$ cat config.mk
export PLATFORM = sky130hd
export DESIGN_NAME = xbar_output_port
export DESIGN_NICKNAME = d
export VERILOG_FILES = /design/src/rtl/xbar_output_port.sv
export SDC_FILE = /design/constraint.sdc
export NUM_CORES = 1
export LEC_CHECK = 0
export CAP_MARGIN = 5
export CORE_MARGIN = 1
export CORE_UTILIZATION = 40
export DETAILED_ROUTE_END_ITERATION = 12
export PLACE_DENSITY = 0.82
export RECOVER_POWER = 100
export SLEW_MARGIN = 40
export SYNTH_ARGS = -nofsm -noshare
export SYNTH_HDL_FRONTEND = slang
export SYNTH_SLANG_ARGS = --single-unit
$ cat constraint.sdc
create_clock -name clk_i -period 3.1 [get_ports clk_i]
set_input_delay 0.62 -clock clk_i [delete_from_list [all_inputs] [get_ports clk_i]]
set_output_delay 0.62 -clock clk_i [all_outputs]
set_load 0.03 [all_outputs]
$ cat src/rtl/xbar_output_port.sv
// Per-output-port packet mux of the crossbar: requests the arbiter, locks onto the granted
// input for one whole packet, and forwards its beats through a 2-entry first-word-fall-through FIFO.
module xbar_output_port #(
  parameter int P_WIDTH  = 3,
  parameter int P_DATA_W = 32
) (
  input  logic                        clk_i,
  input  logic                        rst_i,
  input  logic [P_WIDTH*P_DATA_W-1:0] data_i,
  input  logic [P_WIDTH-1:0]          valid_i,
  input  logic [P_WIDTH-1:0]          last_i,
  output logic [P_WIDTH-1:0]          ready_o,
  output logic [P_WIDTH-1:0]          request_o,
  input  logic [P_WIDTH-1:0]          grant_i,
  output logic [P_DATA_W-1:0]         data_o,
  output logic                        valid_o,
  output logic                        last_o,
  input  logic                        ready_i,
  output logic [15:0]                 pkt_cnt_o,
  output logic                        err_o
);

  localparam int OW = (P_WIDTH > 1) ? $clog2(P_WIDTH) : 1;

  typedef enum logic [1:0] {IDLE, XFER, RELEASE} state_t;

  state_t              state;
  logic [OW-1:0]       owner;
  logic [P_WIDTH-1:0]  owner_oh;
  logic [15:0]         pkt_cnt;
  logic                err;

  logic [P_DATA_W-1:0] fifo_data [2];
  logic [1:0]          fifo_last;
  logic                wr_ptr;
  logic                rd_ptr;
  logic [1:0]          count;

  logic                sel_valid;
  logic                sel_last;
  logic [P_DATA_W-1:0] sel_data;
  logic [OW-1:0]       grant_idx;
  logic                grant_ok;
  logic                fifo_full;
  logic                push;
  logic                pop;

  assign owner_oh  = P_WIDTH'(1) << owner;
  assign fifo_full = (count == 2'd2);
  assign grant_ok  = $onehot(grant_i) && ((grant_i & request_o) != '0);

  // Route the owning input's beat and decode the grant index.
  always_comb begin
    sel_valid = 1'b0;
    sel_last  = 1'b0;
    sel_data  = '0;
    grant_idx = '0;
    for (int i = 0; i < P_WIDTH; i++) begin
      if (owner == OW'(i)) begin
        sel_valid = valid_i[i];
        sel_last  = last_i[i];
        sel_data  = data_i[i*P_DATA_W +: P_DATA_W];
      end
      if (grant_i[i]) begin
        grant_idx = OW'(i);
      end
    end
  end

  // In XFER the request stays on the owner regardless of valid_i so the arbiter keeps its grant.
  always_comb begin
    request_o = '0;
    ready_o   = '0;
    case (state)
      IDLE:    request_o = valid_i;
      XFER: begin
        request_o = owner_oh;
        if (!fifo_full) begin
          ready_o = owner_oh;
        end
      end
      default: begin
        request_o = '0;
        ready_o   = '0;
      end
    endcase
  end

  assign push = (state == XFER) && sel_valid && !fifo_full;
  assign pop  = valid_o && ready_i;

  always_ff @(posedge clk_i or posedge rst_i) begin
    if (rst_i) begin
      state   <= IDLE;
      owner   <= '0;
      pkt_cnt <= '0;
      err     <= 1'b0;
    end else begin
      case (state)
        IDLE: begin
          if (grant_ok) begin
            owner <= grant_idx;
            state <= XFER;
          end else if (grant_i != '0) begin
            err <= 1'b1;
          end
        end
        XFER: begin
          if (grant_i != owner_oh) begin
            err <= 1'b1;
          end
          if (push && sel_last) begin
            state   <= RELEASE;
            pkt_cnt <= pkt_cnt + 16'd1;
          end
        end
        RELEASE: state <= IDLE;
        default: state <= IDLE;
      endcase
    end
  end

  always_ff @(posedge clk_i or posedge rst_i) begin
    if (rst_i) begin
      count  <= '0;
      wr_ptr <= 1'b0;
      rd_ptr <= 1'b0;
    end else begin
      if (push) begin
        wr_ptr <= ~wr_ptr;
      end
      if (pop) begin
        rd_ptr <= ~rd_ptr;
      end
      case ({push, pop})
        2'b10:   count <= count + 2'd1;
        2'b01:   count <= count - 2'd1;
        default: count <= count;
      endcase
    end
  end

  // Storage needs no reset: the head is masked to zero whenever the FIFO is empty.
  always_ff @(posedge clk_i) begin
    if (push) begin
      fifo_data[wr_ptr] <= sel_data;
      fifo_last[wr_ptr] <= sel_last;
    end
  end

  assign valid_o   = (count != 2'd0);
  assign data_o    = valid_o ? fifo_data[rd_ptr] : '0;
  assign last_o    = valid_o ? fifo_last[rd_ptr] : 1'b0;
  assign pkt_cnt_o = pkt_cnt;
  assign err_o     = err;

endmodule

==> impl_metrics.ini <==
[timing]
final_hold_viol_count = 0
max_slew_margin = 0.0949
worst_pin_slew_ns = 1.36
period_needed_ns = 2.86
rsz0062_at_grt = no
setup_viol = 0
timing.final.crit_share = 0.922
fmax_mhz = 350
skew_ns = 0.00538
drv_slew = 0

[cells_and_area]
multiInputGateArea_sq_mm = 0.00175
drive_above_1_share = 0.0655
antenna_cells = 0
syn_to_final_growth_pct = 45.7
fin_nets = 656
nFillCells = 935
fin_util = 0.604
regArea_sq_mm = 0.00261
stdcell_area_sq_mm = 0.00660

[worst_hold_path]
hp-class = flop to flop

[critical_path]
crit_type = input port to flop
end_kind = flop
crit_path_start_kind = input port
required_ns = 3.05
critPathArrivalTime_ns = 2.81
path_max_fanout = 33

[clock_network]
htreeDepth = 3
cts_hold_buf = 0
cts_setup_buffers = 0
cts_buffers = 9
clk_latency_ns = 0.32
clkSinkCount = 91
cts-root-buf = clkbuf_16
cts.path.max_buffers = 2
path_clk_slew_ns = 0.06
cts_tree = done
cts_resized = 0

[logic_synthesis]
ys_seq_area_frac = 0.576
synth_edf_count = 66
yosys.cell_types.count = 43
synth_flop_cell = edfxtp_1
syn_area_per_cell_sq_um = 11.8
synth_warnings = 0
syn_area_sq_mm = 0.00453
syn_inst = 383
synthArstFlopShare = 0.275
ys_ff_latch = 91
synth_nets = 494

[global_routing]
overflow = 0
grt_pass1_vias = 3569
grt_use_total = 0.184
grt_max_degree = 34
antenna_found_initial = 0
grt_first_pass_wirelength_um = 16600

[die]
io_pins = 165
die_y_um = 108
initial_core_util = 0.414
die_w_um = 108
core-area_sq_mm = 0.0109
fp.dieArea_sq_mm = 0.0118
placementRows = 38

[run_status]
status = completed

[power_and_ir_drop]
vdd_drop_max_v = 0.000516
power_mw = 6.14
leakage_nw = 2.61
power_density_mw_per_mm2 = 931

[placement]
place_hpwl_um = 7760
port_buffers = 164
place_congestion = 0.803
dpl_cell_area_sq_mm = 0.00638

[drt]
wl_per_cell_um = 15.4
drtIter0Drc = 98
finalWirelength_um = 10600
ant_nets = 0
dr_total_vias = 3463
drtPass1Iterations = 4
remaining_drc_errors = 0
vias_per_cell = 5.02

[run]
drv_cap = 0
-- critical path, cell delays in order --
cell and delay, ns:
dlygate4sd3_1 0.62, nand2b_4 0.06, a221o_1 0.34, or2_0 0.39, nor2_4 0.13, buf_2 0.64
-- sequential cells by signal (all words and copies together), names as in the netlist --
| signal | count |
|---|---|
| owner | 2 |
| count | 2 |
| pkt_cnt_o | 16 |
| wr_ptr | 1 |
| err_o | 1 |
| fifo_last | 2 |
| fifo_data | 64 |
| state | 2 |
| rd_ptr | 1 |
-- path summary, 6_finish.rpt --
path                               start         endpoint  slack (ns)  cells past startpoint
setup / recovery              valid_i[1]  fifo_data[0][8]        0.24                      6
hold / removal             pkt_cnt_o[15]    pkt_cnt_o[15]        0.47                      1
setup reg to reg                owner[0]  fifo_data[0][8]        0.36                      5
hold reg to reg            pkt_cnt_o[15]    pkt_cnt_o[15]        0.47                      1
max in group asynchronous          rst_i           rd_ptr        1.01                      3
min in group asynchronous          rst_i     pkt_cnt_o[3]        1.19                      3
-- metal layers --
layer	vias to the layer above	wire [um]	GRT usage
li1	1683	-	-
met1	1672	4530	0.218
met2	102	5390	0.330
met3	6	642	0.0422
met4	0	74	0.0521
met5	-	0	0
-- power breakdown --
| part | internal (mW) | total, mW | leakage, nW | switching, mW |
|---|---|---|---|---|
| combinational | 1.18 | 2.99 | 1.54 | 1.81 |
| clock | 0.703 | 1.13 | 0.151 | 0.427 |
| sequential | 1.79 | 2.02 | 0.913 | 0.238 |
| total | 3.67 | 6.14 | 2.61 | 2.48 |
-- synth_stat cells (2+ instances only) --
master | count | area (sq um)
nor2_1 | 43 | 161
ha_1 | 2 | 25.0
edfxtp_1 | 66 | 1980
buf_1 | 3 | 11.3
o21ai_0 | 34 | 170
nand2b_1 | 3 | 18.8
nand3b_1 | 3 | 22.5
clkbuf_1 | 17 | 63.8
or2_2 | 2 | 12.5
nor2b_1 | 3 | 18.8
nor3b_1 | 2 | 15.0
dfrtp_1 | 25 | 626
nand3_1 | 4 | 20.0
xnor2_1 | 12 | 105
mux2_2 | 2 | 22.5
nor3_2 | 5 | 50.1
inv_1 | 11 | 41.3
nand4_1 | 4 | 25.0
nand2_1 | 39 | 146
buf_6 | 2 | 22.5
buf_2 | 2 | 10.0
xor2_1 | 9 | 78.8
mux2i_1 | 68 | 681
nor3_1 | 3 | 15.0
-- through the flow --
step | setup TNS [ns] | std cells | hold slack [ns] | setup WS (ns)
4_1_cts | 0 | 690 | 0.480 | 0.291
5_1_grt | 0 | 690 | 0.497 | 0.114
2_1_floorplan | -10.99 | 383 | 0.468 | -0.166
6_report | 0 | 690 | 0.472 | 0.240
3_5_place_dp | 0 | 674 | 0.453 | 0.340
3_3_place_gp | 0 | 674 | 0.459 | 0.418
-- final cells by class --
cell class | count | area share
clock inverter | 7 | 0.0140
multi-input combinational | 257 | 0.265
timing repair buffer | 175 | 0.259
clock buffer | 9 | 0.0341
sequential | 91 | 0.395
inverter | 11 | 0.00625
tap | 140 | 0.0265
-- cells in the final DEF, fill, tap and decap left out, types with 2 or more instances in the layout --
| cell type | synthesis | routed |
|---|---|---|
| nand3_1 | 4 | 4 |
| clkbuf_16 | 0 | 9 |
| buf_4 | 0 | 5 |
| nor4_1 | 1 | 3 |
| mux2_2 | 2 | 2 |
| nor3_1 | 3 | 7 |
| nor2_1 | 43 | 40 |
| clkdlybuf4s50_1 | 0 | 103 |
| nand2b_1 | 3 | 3 |
| clkbuf_1 | 17 | 4 |
| nor2b_1 | 3 | 2 |
| bufinv_16 | 0 | 2 |
| nand4_1 | 4 | 4 |
| dfrtp_1 | 25 | 23 |
| inv_1 | 11 | 11 |
| clkinv_4 | 0 | 2 |
| dlygate4sd3_1 | 0 | 59 |
| xnor2_1 | 12 | 12 |
| xor2_1 | 9 | 9 |
| mux2i_1 | 68 | 68 |
| nand3b_1 | 3 | 3 |
| nor3b_1 | 2 | 2 |
| clkinvlp_2 | 0 | 2 |
| edfxtp_1 | 66 | 66 |
| nor2_4 | 0 | 2 |
| nand2_1 | 39 | 39 |
| ha_1 | 2 | 2 |
| o21ai_0 | 34 | 34 |
| dfrtp_2 | 0 | 2 |
| buf_2 | 2 | 2 |
-- kinds of logic after synthesis --
kind of cell               count (synthesis)  synth area share
adders and majority gates                  3           0.00994
AOI/OAI and AO/OA                         43            0.0530
and+or+nand+nor                          120             0.133
DFF                                       91             0.576
buffers and inverters                     35            0.0329
muxes                                     70             0.155
xor gates and xnor gates                  21            0.0406
Power figures use the tool's default switching activity.
